$ cat src/rtl/sin_seq_pkg.sv
// Shared types and constants for the Taylor-series sine sequencer.
// Holds the state encoding, fixed-point sizing, reciprocal table builder and output conversion.
package sin_seq_pkg;

    localparam int FRAC_DEF = 16;
    localparam int W_MARGIN = 4;

    typedef enum logic [2:0] {
        S_IDLE,
        S_SQUARE,
        S_MULX2,
        S_MULRC,
        S_ACC,
        S_DONE
    } state_t;

    // round(2^frac / ((2k)(2k+1))); only ever evaluated with constant arguments
    function automatic longint recip(input int k, input int frac);
        longint d;
        d = longint'((2 * k) * (2 * k + 1));
        return ((longint'(1) <<< frac) + d / 2) / d;
    endfunction

    // Clamp a signed Q.frac value into the unsigned Q0.6 analog code
    function automatic logic [5:0] to_analog(input longint s, input int frac);
        if (s < 0) begin
            return 6'd0;
        end
        if (s >= (longint'(1) <<< frac)) begin
            return 6'd63;
        end
        return 6'(s >>> (frac - 6));
    endfunction

endpackage

$ cat src/rtl/sin_seq_mul.sv
// Shared signed fixed-point multiplier: full-width product, arithmetic shift by FRAC, wrap to W.
// The controller registers the result into whichever operand register the current state owns.
module sin_seq_mul
    import sin_seq_pkg::*;
#(
    parameter int FRAC = FRAC_DEF,
    parameter int W    = FRAC_DEF + W_MARGIN
) (
    input  logic signed [W-1:0] a,
    input  logic signed [W-1:0] b,
    output logic signed [W-1:0] p
);

    logic signed [2*W-1:0] prod;

    assign prod = (2*W)'(a) * (2*W)'(b);
    assign p    = W'(prod >>> FRAC);

endmodule

$ cat src/rtl/sin_taylor_seq.sv
// Multi-cycle sin(x) evaluator: sums N_TERMS Taylor terms using t(k) = -t(k-1)*x^2/((2k)(2k+1))
// on one shared multiplier, then saturates the sum into a 6-bit analog code.
module sin_taylor_seq
    import sin_seq_pkg::*;
#(
    parameter int N_TERMS = 5,
    parameter int FRAC    = FRAC_DEF
) (
    input  logic        clk,
    input  logic        rst_n,
    input  logic [11:0] digital,
    input  logic        in_valid,
    output logic        in_ready,
    output logic [5:0]  analog,
    output logic        out_valid,
    input  logic        out_ready,
    output logic        busy
);

    localparam int W = FRAC + W_MARGIN;
    localparam logic [2:0] K_LAST = 3'(N_TERMS - 1);

    // Index 0, 6 and 7 are never selected; k runs 1..N_TERMS-1
    localparam logic signed [W-1:0] RECIP [8] = '{
        '0,
        W'(recip(1, FRAC)),
        W'(recip(2, FRAC)),
        W'(recip(3, FRAC)),
        W'(recip(4, FRAC)),
        W'(recip(5, FRAC)),
        '0,
        '0
    };

    state_t state;
    state_t state_next;

    logic signed [W-1:0] x;
    logic signed [W-1:0] x2;
    logic signed [W-1:0] term;
    logic signed [W-1:0] sum;
    logic signed [W-1:0] sum_next;
    logic signed [W-1:0] x_in;
    logic signed [W-1:0] mul_a;
    logic signed [W-1:0] mul_b;
    logic signed [W-1:0] mul_p;
    logic [2:0]          k;
    logic [5:0]          analog_q;

    // Q1.11 phase aligned to the Q.FRAC grid, always non-negative
    assign x_in     = W'({digital, {(FRAC - 11){1'b0}}});
    assign sum_next = k[0] ? (sum - term) : (sum + term);
    assign analog   = analog_q;

    sin_seq_mul #(
        .FRAC (FRAC),
        .W    (W)
    ) u_mul (
        .a (mul_a),
        .b (mul_b),
        .p (mul_p)
    );

    always_ff @(posedge clk or negedge rst_n) begin
        if (!rst_n) begin
            state <= S_IDLE;
        end else begin
            state <= state_next;
        end
    end

    always_comb begin
        state_next = state;
        case (state)
            S_IDLE:   if (in_valid) state_next = S_SQUARE;
            S_SQUARE: state_next = S_MULX2;
            S_MULX2:  state_next = S_MULRC;
            S_MULRC:  state_next = S_ACC;
            S_ACC:    state_next = (k == K_LAST) ? S_DONE : S_MULX2;
            S_DONE:   if (out_ready) state_next = S_IDLE;
            default:  state_next = S_IDLE;
        endcase
    end

    always_comb begin
        in_ready  = (state == S_IDLE);
        busy      = (state != S_IDLE);
        out_valid = (state == S_DONE);
    end

    always_comb begin
        mul_a = term;
        mul_b = x2;
        case (state)
            S_SQUARE: begin
                mul_a = x;
                mul_b = x;
            end
            S_MULRC:  mul_b = RECIP[k];
            default:  ;
        endcase
    end

    always_ff @(posedge clk or negedge rst_n) begin
        if (!rst_n) begin
            x        <= '0;
            x2       <= '0;
            term     <= '0;
            sum      <= '0;
            k        <= '0;
            analog_q <= '0;
        end else begin
            case (state)
                S_IDLE: begin
                    if (in_valid) begin
                        x    <= x_in;
                        term <= x_in;
                        sum  <= x_in;
                        k    <= 3'd1;
                    end
                end
                S_SQUARE: x2   <= mul_p;
                S_MULX2:  term <= mul_p;
                S_MULRC:  term <= mul_p;
                S_ACC: begin
                    sum <= sum_next;
                    if (k == K_LAST) begin
                        analog_q <= to_analog(longint'(sum_next), FRAC);
                    end else begin
                        k <= k + 3'd1;
                    end
                end
                default: ;
            endcase
        end
    end

endmodule

$ cat config.mk
export PLATFORM = sky130hd
export DESIGN_NAME = sin_taylor_seq
export DESIGN_NICKNAME = d
export VERILOG_FILES = /design/src/rtl/sin_seq_pkg.sv /design/src/rtl/sin_seq_mul.sv /design/src/rtl/sin_taylor_seq.sv
export SDC_FILE = /design/constraint.sdc
export NUM_CORES = 1
export LEC_CHECK = 0
export CAP_MARGIN = 5
export CORE_AREA = 3 3 170 172
export CTS_BUF_LIST = sky130_fd_sc_hd__clkbuf_8 sky130_fd_sc_hd__clkbuf_16
export DETAILED_ROUTE_END_ITERATION = 8
export DIE_AREA = 0 0 173 175
export PLACE_DENSITY = 0.95
export SYNTH_ARGS = -nofsm -noshare
export SYNTH_HDL_FRONTEND = slang
export SYNTH_SLANG_ARGS = --single-unit
export TNS_END_PERCENT = 1
$ cat constraint.sdc
create_clock -name clk -period 21.9 [get_ports clk]
set_input_delay 2.19 -clock clk [delete_from_list [all_inputs] [get_ports clk]]
set_output_delay 2.19 -clock clk [all_outputs]
set_load 0.005 [all_outputs]
==> flow_metrics.tcl <==
set metrics [dict create \
    status "finished, final reports clean" \
    clk_path_buf_depth 2 \
    hold_viol 0 \
    num_rows 61 \
    grt_max_degree 85 \
    gr-usage-met1_pct 44.4 \
    layout-drive-gt1-share_pct 3.54 \
    whs_ns 0.490 \
    rsz0062_at_grt "no" \
    crit_path_top_delay_cell "buf_4" \
    rrSetupSlack_ns 12.55 \
    cts_tree "yes" \
    cp-start-kind "flop" \
    layout_setup_ws_ns 12.55 \
    avgSynthCellArea_um2 8.79 \
    via_count 15021 \
    fmax_ghz 0.107 \
    worst_r2r_endpoint "term[17]" \
    hpwl_um 41800 \
    first_pass_iters 6 \
    antenna_found_initial 0 \
    drtAntennaViolNets 0 \
    top_usage_layer "met2" \
    synth_edf_count 0 \
    grt_use_met3_pct 8.24 \
    num-nets-final 2609 \
    io_pins 25 \
    detailedPlace.worstSlack_ns 12.90 \
    hp-start "x2[10]" \
    drc_errors 0 \
    numCtsBuffers 9 \
    drv_cap 0 \
    core_area_mm2 0.0276 \
    min_path_cells 2 \
    synth_cell_type_count 72 \
    dieWidth_um 173 \
    syn2layout_area_growth_pct 4.07 \
    synth-main-ff-cell "dfrtp_1" \
    fin_cells 2469 \
    clkLatencyLatePin_ns 0.36 \
    grt_pass1_wl_um 85700 \
    synth_warnings 0 \
    place_congestion 1.05 \
    finalClockSkew_ns 0.00921 \
    critPathMaxFanout 73 \
    grt_pass1_vias 16415 \
    clk_pin_slew_ns 0.07 \
    first_iter_violations 1547 \
    holdPathEnd "x2[10]" \
    required_ns 22.13 \
    gr-total-overflow 0 \
    synth-seq-area-share_pct 11.2 \
    port_buffers 24 \
    r2r_cells 26 \
    cp.buffers_inverters 6 \
    track_usage_pct 36.1 \
    wl_per_cell_um 21.4 \
    dp.cells 2453 \
    netlist_instances 2126 \
    max-slew-margin-rel_pct 15.4 \
    drv_slew 0 \
    worstMarginPinSlew_ns 1.27 \
    dieArea_mm2 0.0303 \
    final-setup-viol-count 0 \
    ys_async_sr_fraction_pct 100 \
    wirelength_um 52800 \
    crit_family "adder cells" \
    globalRouteMet2Util_pct 59.5 \
    synth_area_mm2 0.0187 \
    period_minus_slack_ns 9.35 \
    slowest_delay_ns 0.64 \
    cp.arrival_ns 9.58 \
    period_share_pct 42.7 \
    path_class "reg2reg" \
    die_height_um 175 \
    start_util_pct 67.7 \
    cp_common_cell "fa_1" \
    end_kind "flop" \
    h-tree-depth 3 \
    worst_hold_path_type "reg2reg" \
    post_cts_resize_count 0 \
    syn_nets 2649 \
    cts-root-buf "clkbuf_16" \
    cts_setup_buffers 0 \
    diodes 0 \
    ys_ff_latch 84 \
    regToRegStartpoint "state[2]" \
    routed_via_density 6.08 \
    fin_setup_tns_ns 0 \
    ctsHoldBuffers 0 \
    cts_sinks 84 \
]
## metal layers
| layer | routed length, µm | vias to the layer above |
|---|---|---|
| met4 | 3560 | 0 |
| met2 | 25400 | 971 |
| li1 | - | 6426 |
| met1 | 18000 | 7339 |
| met5 | 0 | - |
| met3 | 5790 | 285 |
## flip-flops by register name, indices dropped and copies added (netlist names)
name and cells:
term 20, x2 20, x 12, analog 6, k 3, sum 20, state 3
## cells by family after synthesis
kind of cell             synth area share [%]
flip-flops                               11.2
adder cells (fa/ha/maj)                  49.3
multiplexers                            0.910
buffers and inverters                    11.0
XOR/XNOR                                 3.47
AND/OR/NAND/NOR                          15.7
AO/OA/AOI/OAI                            8.28
## worst reg2reg max path: cells and delay by family (launching register included)
| family | cells | cell delay, ns |
|---|---|---|
| flops | 1 | 0.45 |
| compound gates | 7 | 2.23 |
| buf+inv | 6 | 1.38 |
| simple gates | 5 | 1.40 |
| fa+ha+maj | 8 | 3.78 |
## area by class of cell
cell class | count | area (µm²)
multi-input combinational | 1518 | 14600
fill | 2042 | 8180
sequential | 84 | 2100
inverter | 422 | 1580
tap | 378 | 473
timing repair buffer | 51 | 440
clock buffer | 9 | 225
clock inverter | 7 | 77.6
## worst max-delay path by stage
stage / startpoint / to / slack, ns / cells past startpoint
2_1_floorplan: k[0] / term[4] / 14.14 / 30
3_3_place_gp: state[2] / term[16] / 13.26 / 27
3_5_place_dp: state[2] / term[18] / 12.90 / 27
4_1_cts: state[2] / term[17] / 12.84 / 26
5_1_grt: state[2] / term[18] / 12.21 / 27
6_report: state[2] / term[17] / 12.55 / 26
## cell usage after synthesis (all sizes together), types with 2 or more instances
cell type      instances  area, µm²
inv                  420       1580
fa                   383       7670
nor2                 280       1050
nand2                235        882
ha                   124       1550
dfrtp                 84       2100
clkbuf                80        310
a21oi                 71        355
o21ai                 62        314
nand3                 53        265
xnor2                 53        464
and3                  28        176
a21o                  26        195
xor2                  21        184
buf                   19        114
mux2i                 17        170
nand2b                17        106
and2                  13       81.3
nor3                  13       87.6
a211oi                12       95.1
a31oi                 12       75.1
or2                    9       56.3
a221o                  7       70.1
a2bb2oi                6       83.8
nor2b                  6       37.5
o211ai                 6       45.0
o21a                   6       45.0
o31ai                  6       45.0
nand3b                 5       37.5
or3                    5       31.3
o21bai                 4       30.0
a311oi                 3       26.3
nand4                  3       18.8
a211o                  2       17.5
a31o                   2       17.5
and3b                  2       17.5
clkdlybuf4s15          2       21.3
clkinv                 2       7.51
nor3b                  2       15.0
nor4                   2       12.5
o2111ai                2       17.5
o31a                   2       17.5
o41ai                  2       17.5
or4                    2       18.8
## through the flow
stage,utilization [%],area (µm²)
global route,70.4,19500
CTS,70.4,19500
floorplan,-,18700
finish,70.4,19500
global placement,69.3,19100
detailed placement,69.3,19100
## placed cells by master (no fill, tap or decap), types with 12 or more instances in the layout
cell / count
fa_1: 383
a21o_1: 26
a21oi_1: 70
xnor2_1: 53
xor2_1: 21
o21ai_0: 56
mux2i_1: 15
nand2_1: 235
inv_1: 420
a31oi_1: 12
nor2_1: 280
nand2b_1: 15
and3_1: 27
ha_1: 124
dfrtp_1: 84
buf_4: 28
nand3_1: 53
clkdlybuf4s50_1: 23
and2_1: 12
Power is not shown: default switching activity piles up to over one toggle a cycle in this logic, so the estimate is an artifact.
